`src/rtl/reaction_timer_core_if.sv`:
```
// Signal bundle between the reaction timer core and its surroundings:
// debounced start/button inputs in, stimulus LED and round result out.
interface reaction_timer_core_if;
    logic        start;
    logic        btn;
    logic        led;
    logic [13:0] time_ms;
    logic        done;
    logic        early;
    logic        timeout;
    logic        busy;

    modport master (
        output start, btn,
        input  led, time_ms, done, early, timeout, busy
    );

    modport slave (
        input  start, btn,
        output led, time_ms, done, early, timeout, busy
    );
endinterface

```
`src/rtl/reaction_timer_core.sv`:
```
// Reaction timer round engine: pseudo-random stimulus delay, 1 ms timebase,
// reaction time measurement with early-press and timeout detection.
module reaction_timer_core #(
    parameter int TICK_DIV    = 50000,
    parameter int MIN_WAIT_MS = 1000,
    parameter int WAIT_MASK   = 2047,
    parameter int MAX_MS      = 9999
) (
    input logic                  cin,
    input logic                  rst,
    reaction_timer_core_if.slave bus
);
    localparam int              PW         = (TICK_DIV > 1) ? $clog2(TICK_DIV) : 1;
    localparam logic [PW-1:0]   PRESC_LAST = PW'(TICK_DIV - 1);
    localparam logic [PW-1:0]   PRESC_ONE  = PW'(1);
    localparam logic [13:0]     MAX_T      = 14'(MAX_MS);
    localparam logic [16:0]     MIN_W      = 17'(MIN_WAIT_MS);
    localparam logic [15:0]     MASK_W     = 16'(WAIT_MASK);
    localparam logic [15:0]     LFSR_SEED  = 16'hACE1;
    localparam logic [15:0]     LFSR_TAPS  = 16'hB400;

    typedef enum logic [1:0] {
        IDLE   = 2'd0,
        WAIT   = 2'd1,
        ARMED  = 2'd2,
        RESULT = 2'd3
    } state_t;

    // Right-shifting Galois form of x^16+x^14+x^13+x^11+1; a nonzero seed never reaches zero.
    function automatic logic [15:0] lfsr_step(input logic [15:0] v);
        logic [15:0] sh;
        sh = {1'b0, v[15:1]};
        return v[0] ? (sh ^ LFSR_TAPS) : sh;
    endfunction

    function automatic logic [13:0] sat_inc(input logic [13:0] v);
        return (v >= MAX_T) ? MAX_T : (v + 14'd1);
    endfunction

    state_t        state_r, state_s;
    logic [PW-1:0] presc_r, presc_s;
    logic [15:0]   lfsr_r;
    logic          btn_q_r;
    logic [16:0]   ms_cnt_r, ms_cnt_s;
    logic [16:0]   target_r, target_s;
    logic [13:0]   time_ms_r, time_ms_s, time_inc_s;
    logic          led_r, led_s;
    logic          done_r, done_s;
    logic          early_r, early_s;
    logic          timeout_r, timeout_s;
    logic          busy_r, busy_s;
    logic          tick_s, press_s;

    assign tick_s  = (presc_r == PRESC_LAST);
    assign press_s = bus.btn & ~btn_q_r;

    // Next-state and next-output decode for the round FSM.
    always_comb begin
        state_s    = state_r;
        presc_s    = tick_s ? '0 : (presc_r + PRESC_ONE);
        ms_cnt_s   = ms_cnt_r;
        target_s   = target_r;
        time_ms_s  = time_ms_r;
        early_s    = early_r;
        timeout_s  = timeout_r;
        done_s     = 1'b0;
        time_inc_s = tick_s ? sat_inc(time_ms_r) : time_ms_r;

        case (state_r)
            IDLE, RESULT: begin
                if (bus.start) begin
                    state_s   = WAIT;
                    presc_s   = '0;
                    ms_cnt_s  = 17'd0;
                    target_s  = MIN_W + {1'b0, lfsr_r & MASK_W};
                    time_ms_s = 14'd0;
                    early_s   = 1'b0;
                    timeout_s = 1'b0;
                end else begin
                    state_s = state_r;
                end
            end
            WAIT: begin
                // A press on the same cycle as the final tick still counts as early.
                if (press_s) begin
                    state_s   = RESULT;
                    early_s   = 1'b1;
                    time_ms_s = 14'd0;
                    done_s    = 1'b1;
                end else if (tick_s) begin
                    ms_cnt_s = ms_cnt_r + 17'd1;
                    if ((ms_cnt_r + 17'd1) >= target_r) begin
                        state_s   = ARMED;
                        presc_s   = '0;
                        time_ms_s = 14'd0;
                    end else begin
                        state_s = WAIT;
                    end
                end else begin
                    state_s = WAIT;
                end
            end
            ARMED: begin
                if (press_s) begin
                    state_s   = RESULT;
                    time_ms_s = time_inc_s;
                    done_s    = 1'b1;
                end else if (tick_s) begin
                    time_ms_s = time_inc_s;
                    if (time_inc_s == MAX_T) begin
                        state_s   = RESULT;
                        timeout_s = 1'b1;
                        done_s    = 1'b1;
                    end else begin
                        state_s = ARMED;
                    end
                end else begin
                    state_s = ARMED;
                end
            end
            default: begin
                state_s = IDLE;
            end
        endcase

        led_s  = (state_s == ARMED);
        busy_s = (state_s == WAIT) || (state_s == ARMED);
    end

    // State, timebase, LFSR and registered outputs.
    always_ff @(posedge cin) begin
        if (rst) begin
            state_r   <= IDLE;
            presc_r   <= '0;
            lfsr_r    <= LFSR_SEED;
            btn_q_r   <= 1'b0;
            ms_cnt_r  <= 17'd0;
            target_r  <= 17'd0;
            time_ms_r <= 14'd0;
            led_r     <= 1'b0;
            done_r    <= 1'b0;
            early_r   <= 1'b0;
            timeout_r <= 1'b0;
            busy_r    <= 1'b0;
        end else begin
            state_r   <= state_s;
            presc_r   <= presc_s;
            lfsr_r    <= lfsr_step(lfsr_r);
            btn_q_r   <= bus.btn;
            ms_cnt_r  <= ms_cnt_s;
            target_r  <= target_s;
            time_ms_r <= time_ms_s;
            led_r     <= led_s;
            done_r    <= done_s;
            early_r   <= early_s;
            timeout_r <= timeout_s;
            busy_r    <= busy_s;
        end
    end

    assign bus.led     = led_r;
    assign bus.time_ms = time_ms_r;
    assign bus.done    = done_r;
    assign bus.early   = early_r;
    assign bus.timeout = timeout_r;
    assign bus.busy    = busy_r;
endmodule

```
`src/flat_wrapper.sv`:
```
// flat-port wrapper written by rule: the top's interface ports become plain ports
module reaction_timer_core_flat 
#(
    parameter int TICK_DIV    = 50000,
    parameter int MIN_WAIT_MS = 1000,
    parameter int WAIT_MASK   = 2047,
    parameter int MAX_MS      = 9999
)
  (cin, rst, bus_start, bus_btn, bus_led, bus_time_ms, bus_done, bus_early, bus_timeout, bus_busy);
  reaction_timer_core_if bus_i ();
  input logic cin;
  input logic rst;
  input wire logic [$bits(bus_i.start)-1:0] bus_start;
  input wire logic [$bits(bus_i.btn)-1:0] bus_btn;
  output wire logic [$bits(bus_i.led)-1:0] bus_led;
  output wire logic [$bits(bus_i.time_ms)-1:0] bus_time_ms;
  output wire logic [$bits(bus_i.done)-1:0] bus_done;
  output wire logic [$bits(bus_i.early)-1:0] bus_early;
  output wire logic [$bits(bus_i.timeout)-1:0] bus_timeout;
  output wire logic [$bits(bus_i.busy)-1:0] bus_busy;
  assign bus_i.start = bus_start;
  assign bus_i.btn = bus_btn;
  assign bus_led = bus_i.led;
  assign bus_time_ms = bus_i.time_ms;
  assign bus_done = bus_i.done;
  assign bus_early = bus_i.early;
  assign bus_timeout = bus_i.timeout;
  assign bus_busy = bus_i.busy;
  reaction_timer_core #(.TICK_DIV(TICK_DIV), .MIN_WAIT_MS(MIN_WAIT_MS), .WAIT_MASK(WAIT_MASK), .MAX_MS(MAX_MS)) u_core (.cin(cin), .rst(rst), .bus(bus_i));
endmodule
```
`config.mk`:
```
export PLATFORM = sky130hd
export DESIGN_NAME = reaction_timer_core_flat
export DESIGN_NICKNAME = d
export VERILOG_FILES = /design/src/rtl/reaction_timer_core_if.sv /design/src/rtl/reaction_timer_core.sv /design/src/flat_wrapper.sv
export SDC_FILE = /design/constraint.sdc
export NUM_CORES = 1
export LEC_CHECK = 0
export CAP_MARGIN = 15
export CORE_MARGIN = 2
export CORE_UTILIZATION = 55
export DETAILED_ROUTE_END_ITERATION = 16
export GPL_TIMING_DRIVEN = 0
export PLACE_DENSITY = 0.72
export SLEW_MARGIN = 20
export SYNTH_ARGS = -nofsm -noshare
export SYNTH_HDL_FRONTEND = slang
export SYNTH_SLANG_ARGS = --single-unit
```
`constraint.sdc`:
```
create_clock -name cin -period 3.6 [get_ports cin]
set_clock_uncertainty 0.2 [all_clocks]
set_input_delay 0.54 -clock cin [delete_from_list [all_inputs] [get_ports cin]]
set_output_delay 0.54 -clock cin [all_outputs]
set_load 0.02 [all_outputs]
```
# After elaboration in Yosys (flattened, before gate mapping)
# Index checks and enable logic that the tools add are counted.
# totals
ff_bits	88
wordCells	88
romBits	0
latch_bits	0
input_bits	4
memories	0
mem_bits_rw	0
# classes
n_div	0
multipliers	0
n_addsub	4
magnitude_cmp	2
eq_ne	17
reduce_logical	10
muxes	40
bitwise	3
shifts	0
# ops
cell	count
$mux W14	8
$mux W16	6
$mux W17	3
$pmux W14 S3	1
$pmux W17 S2	1
$pmux W16 S2	1
$add A17 B1 Y17 const B	1
$ge A17 B17 Y1	1
$add A16 B1 Y16 const B	1
$eq A16 B16 Y1 const B	1
$add A14 B1 Y14 const B	1
$eq A14 B14 Y1 const B	1
$ge A14 B14 Y1 const B	1
$add A10 B11 Y12 const A	1
$mux W1	11
$mux W2	5
$ne A3 B1 Y1 const B	3
$ne A2 B1 Y1 const B	4
$reduce_and A4 Y1	2
$eq A2 B2 Y1 const B	3
$ne A2 B2 Y1 const B	3
$pmux W1 S2	3
$pmux W2 S3	1
$reduce_and A5 Y1	1
other kinds (10)	12

# Logic depth before layout (Yosys ltp)
# depth
ltp_word	10
depth_mapped	15

# Least setup slack after synthesis
# OpenSTA, ideal clock, no wires.
# synth_path
path_kind	flip-flop to flip-flop
from	reg u_core.ms_cnt_r[0]
to	reg u_core.time_ms_r[10] (netlist: u_core.bus.time_ms[10])
setup_time_ns	0.070
slack_ns	0.383
t_arrival_ns	2.947
stages_incl_launch_ff	14
synth_period_minus_slack_ns	3.217
cell_sequence	dfxtp_1 -> ha_1 -> nand3_1 -> nor2_1 -> nand4_1 -> xnor2_1 -> ha_1 -> nand2_1 -> nor3_1 -> o31ai_1 -> a31o_2 -> a41o_4 -> or4_1 -> a21oi_1
# synth_via
elab_chain_len	4
# synth_rtl
item	line_no	source
start: declaration	reaction_timer_core.sv:44	logic [16:0] ms_cnt_r, ms_cnt_s;
start signal: assignment	reaction_timer_core.sv:150	ms_cnt_r <= ms_cnt_s;
$add A17 B1 Y17	reaction_timer_core.sv:92	if ((ms_cnt_r + 17'd1) >= target_r) begin
$ge A17 B17 Y1	reaction_timer_core.sv:92	
$ne A3 B1 Y1 (no line)	--	
$reduce_and A4 Y1 (no line)	--	
end signal: assignment	reaction_timer_core.sv:152	time_ms_r <= time_ms_s;
end: declaration	reaction_timer_core.sv:46	logic [13:0] time_ms_r, time_ms_s, time_inc_s;
# No other way between the ends.
# A chain may end at the register's enable or synchronous reset.

# Final worst setup path
# layout_path
from	reg u_core.ms_cnt_r[3]
to	reg u_core.led_r (netlist: u_core.bus.led)
# layout_via
elab_chain_len	7
# layout_rtl
item	line_no	source
$add A17 B1 Y17	reaction_timer_core.sv:92	
$ge A17 B17 Y1	reaction_timer_core.sv:92	
$mux W2	reaction_timer_core.sv:92	
$mux W2	reaction_timer_core.sv:90	end else if (tick_s) begin
$mux W2	reaction_timer_core.sv:85	if (press_s) begin
$pmux W2 S3	reaction_timer_core.sv:69	case (state_r)
$eq A2 B2 Y1	reaction_timer_core.sv:126	led_s = (state_s == ARMED);
net u_core.led_s	reaction_timer_core.sv:47	logic led_r, led_s;
end signal: assignment	reaction_timer_core.sv:153	led_r <= led_s;
end: declaration	reaction_timer_core.sv:47	
# The timed path passes the listed nets, and every way through them passes these cells.

==> summary.md <==
| Metric | Value |
|---|---|
| Number of H-tree levels | `3` |
| Hold Crit Depth | `2` |
| Cell accounting for the most synthesized area | `dfxtp_1` |
| Clock Path Buffers | `2` |
| Inserted Clock Buffers | `9` |
| Vias in the first global route | `3927` |
| Placed cells | `682` |
| Final Setup Violations | `0` |
| Unique masters post-synth | `73` |
| Vias post-DR | `4198` |
| Critical Path AT | `3.46 ns` |
| Drt pass-1 iters | `5` |
| Die height | `96.12 µm` |
| WL/cell | `16.17 µm` |
| Ranking of synthesized cells by area | `dfxtp_1 (36%), ha_1 (5.1%), nor2_1 (4.7%), nand2_1 (4.3%), xnor2_1 (4.1%)` |
| Ys async rst share | `0%` |
| Hold Crit Class | `in -> reg` |
| Die ar. | `9238 µm²` |
| Antenna-violating nets left | `0` |
| Routed wire length | `11300 µm` |
| Max-slew violations | `0` |
| DRC viols | `0` |
| R2R depth | `11` |
| P_int | `1.626 mW` |
| Nets@finish | `612` |
| Post-Place Cell Area | `5009 µm²` |
| Max VDD drop | `0.0003908 V` |
| Mapped cell area | `4667 µm²` |
| Max-Cap Viols | `0` |
| Row cnt | `33` |
| Gpl congestion | `0.9287` |
| CP Max Fanout | `6` |
| Clk pwr share | `27.0%` |
| Starting density of the core | `56.80%` |
| Root buffer cell | `clkbuf_8` |
| Status | `finished clean` |
| Post-synth EDFFs | `0` |
| Yosys reg bits | `83` |
| Final instance area | `5274 µm²` |
| Fin crit share | `95.19%` |
| Combinational share of power | `33.7%` |
| Hold-fix buffers, CTS | `0` |
| Antenna fix cells | `0` |
| Worst-Skew Late Latency | `0.37 ns` |
| Layout Area Growth over Synthesis | `13.00%` |
| Layout cell share with drive strength beyond 1 | `12.29%` |
| Peak Freq | `291.8 MHz` |
| P per Cell Area | `502.0 nW/µm²` |
| Switching Share | `38.60%` |
| CTS tree | `built` |
| Net Count, Synth | `579` |
| Final min period | `3.427 ns` |
| Yosys top cell area share | `35.60%` |
| Post-synth top flop | `dfxtp_1` |
| Worst setup SP type | `flop` |
| Reg-to-reg startpoint | `u_core.ms_cnt_r[3]$_SDFFE_PP0P_` |
| P_leak | `1.857 nW` |
| Hold_sp | `rst` |
| Clock transition at the registers of the reported paths | `0.09 ns` |
| Die W | `96.12 µm` |
| Final hold viol count | `0` |
| Warnings, synthesis | `0` |
| Initial antenna violation count | `0` |
| P_sw | `1.022 mW` |
| Layout Cells excl Fill | `699` |
| CTS sink count | `83` |
| HPWL Detailed | `8203 µm` |
| RSZ-0062 raised after global routing | `false` |
| First-pass GRT wire length | `18820 µm` |
| Worst Path Required | `3.63 ns` |
| Avg Cell Area, Syn | `8.394 µm²` |
| Via density | `6.006` |
| Number of DRC violations after detailed-routing iteration 0 | `223` |
| Critical Path End Type | `flop` |
| Final core occ | `64.18%` |
| Largest net degree at the start of global routing | `17` |
| Share of the yosys chip area belonging to registers | `35.60%` |
| Worst Setup Path Type | `reg -> reg` |
| Gr usage total | `26.22%` |
| IO Pins | `23` |
| I/O Buffers | `21` |
| Grt ovf | `0` |
| Core Region | `8217 µm²` |
| Slew at the pin closest to its max-slew limit | `0.9623 ns` |
| Flop pwr share | `39.3%` |
| Rel. slew slack | `35.35%` |
| R2r setup slk | `0.17 ns` |
| Worst r2r dst | `u_core.bus.led$_SDFF_PP0_` |
| Hold EP | `u_core.lfsr_r[1]$_SDFF_PP0_` |
| Mapped Cells | `556` |
| Setup TNS | `0 ns` |
==> metal layers <==
| layer | share of wire (%) | vias to the layer above | wire length [µm] | track usage, % |
|---|---|---|---|---|
| met4 | 1.7 | 0 | 191 | 8.690 |
| met1 | 45 | 1997 | 5132 | 33.24 |
| met2 | 48 | 119 | 5426 | 44.79 |
| li1 | - | 2067 | - | - |
| met3 | 4.9 | 15 | 550 | 4.777 |
| met5 | 0 | - | 0 | 0 |
==> synth_stat cells (8+ instances only) <==
cell,n
dfxtp_1,83
nor2_1,58
nand2_1,54
a21oi_1,34
o21ai_0,31
inv_1,25
nand3_1,23
xnor2_1,22
ha_1,19
clkbuf_1,14
nor2b_1,12
and3_1,11
nor3_1,11
or3_1,11
nand4_1,10
buf_2,9
xor2_1,8
==> power groups by stage <==
stage,clock (mW),combinational [mW],sequential (mW)
6_report,0.715,0.892,1.04
5_1_grt,0.771,0.979,1.05
4_1_cts,0.728,0.869,1.04
3_5_place_dp,0,0.864,1.06
3_3_place_gp,0,0.841,1.06
2_1_floorplan,0,0.621,1.06
==> area by class of cell <==
type	instances	area, µm²
fillers	720	2943
multi-input cells	421	2823
flip-flops and latches	83	1668
repair buffers	22	217.7
plain buffers	27	133.9
well taps	105	131.4
clock buffers	9	123.9
inverters	25	93.84
clock inverters	7	82.58
==> per-stage QoR <==
| stage | hold slack [ns] | setup slack, ns | power [mW] |
|---|---|---|---|
| after floorplan | 0.1895 | 0.3828 | 1.685 |
| after global placement | 0.1985 | -0.02268 | 1.899 |
| after detailed placement | 0.1956 | -0.02617 | 1.927 |
| after CTS | 0.2071 | 0.006689 | 2.639 |
| after global routing | 0.2245 | 0.001916 | 2.799 |
| final | 0.2165 | 0.1730 | 2.648 |
==> layout by cell type, fill, tap and decap left out, types with 5 or more instances in the layout <==
cell	count
a211oi_1	6
a211oi_2	5
a21oi_1	34
a22oi_1	6
a31oi_1	7
and2_1	7
and3_1	11
and4_1	6
buf_2	9
clkbuf_1	14
clkbuf_8	10
clkdlybuf4s50_1	21
dfxtp_1	80
ha_1	18
inv_1	25
nand2_1	54
nand3_1	22
nand4_1	10
nor2_1	57
nor2b_1	12
nor3_1	11
o21ai_0	31
or2_2	7
or3_1	11
xnor2_1	21
xor2_1	8
==> how the worst max path moves through the flow <==
stage	startpoint	end	slack [ns]	cells after the start
finish	u_core.ms_cnt_r[3]$_SDFFE_PP0P_	u_core.bus.led$_SDFF_PP0_	0.17	11
detailed placement	u_core.ms_cnt_r[0]$_SDFFE_PP0P_	u_core.bus.busy$_SDFF_PP0_	-0.03	13
CTS	u_core.ms_cnt_r[0]$_SDFFE_PP0P_	u_core.bus.led$_SDFF_PP0_	0.007	13
global placement	u_core.ms_cnt_r[0]$_SDFFE_PP0P_	u_core.bus.busy$_SDFF_PP0_	-0.02	13
global route	u_core.ms_cnt_r[3]$_SDFFE_PP0P_	u_core.bus.busy$_SDFF_PP0_	0.002	14
floorplan	u_core.ms_cnt_r[0]$_SDFFE_PP0P_	u_core.bus.time_ms[10]$_SDFFE_PP0P_	0.38	13
==> state kept, by name, summed over array words and instances, names as in the netlist, 2 cells and up <==
register,count
u_core.state_r,2
u_core.presc_r,16
u_core.target_r,12
u_core.bus.time_ms,14
u_core.ms_cnt_r,17
u_core.lfsr_r,16
==> critical path, stage by stage (launching register included) <==
cell and delay (ns):
dfxtp_1 0.51, nand2_1 0.15, or2_2 0.35, nor2_1 0.38, xnor2_1 0.12, ha_1 0.24
a2111oi_4 0.42, a21oi_1 0.14, o21ai_0 0.28, a22oi_1 0.16, ha_1 0.22, nor2b_1 0.14
==> kinds of logic after synthesis <==
logic type / count (synthesis) / share of synthesized area [%]
xor gates and xnor gates: 31 / 5.979
adders and majority gates: 19 / 5.094
and+or+nand+nor: 238 / 27.67
muxes: 3 / 0.6435
AOI/OAI and AO/OA: 130 / 20.13
DFF: 83 / 35.60
buffers and inverters: 52 / 4.879
==> repair_timing <==
| item | 4_1_cts | 5_1_grt |
|---|---|---|
| buffers inserted | 0 | 1 |
| setup endpoints to repair | 2 | 16 |
| resized for setup | 2 | 10 |
| gates cloned | 0 | 0 |
| pin swaps | 1 | 3 |
(Power assumes the default switching activity.)
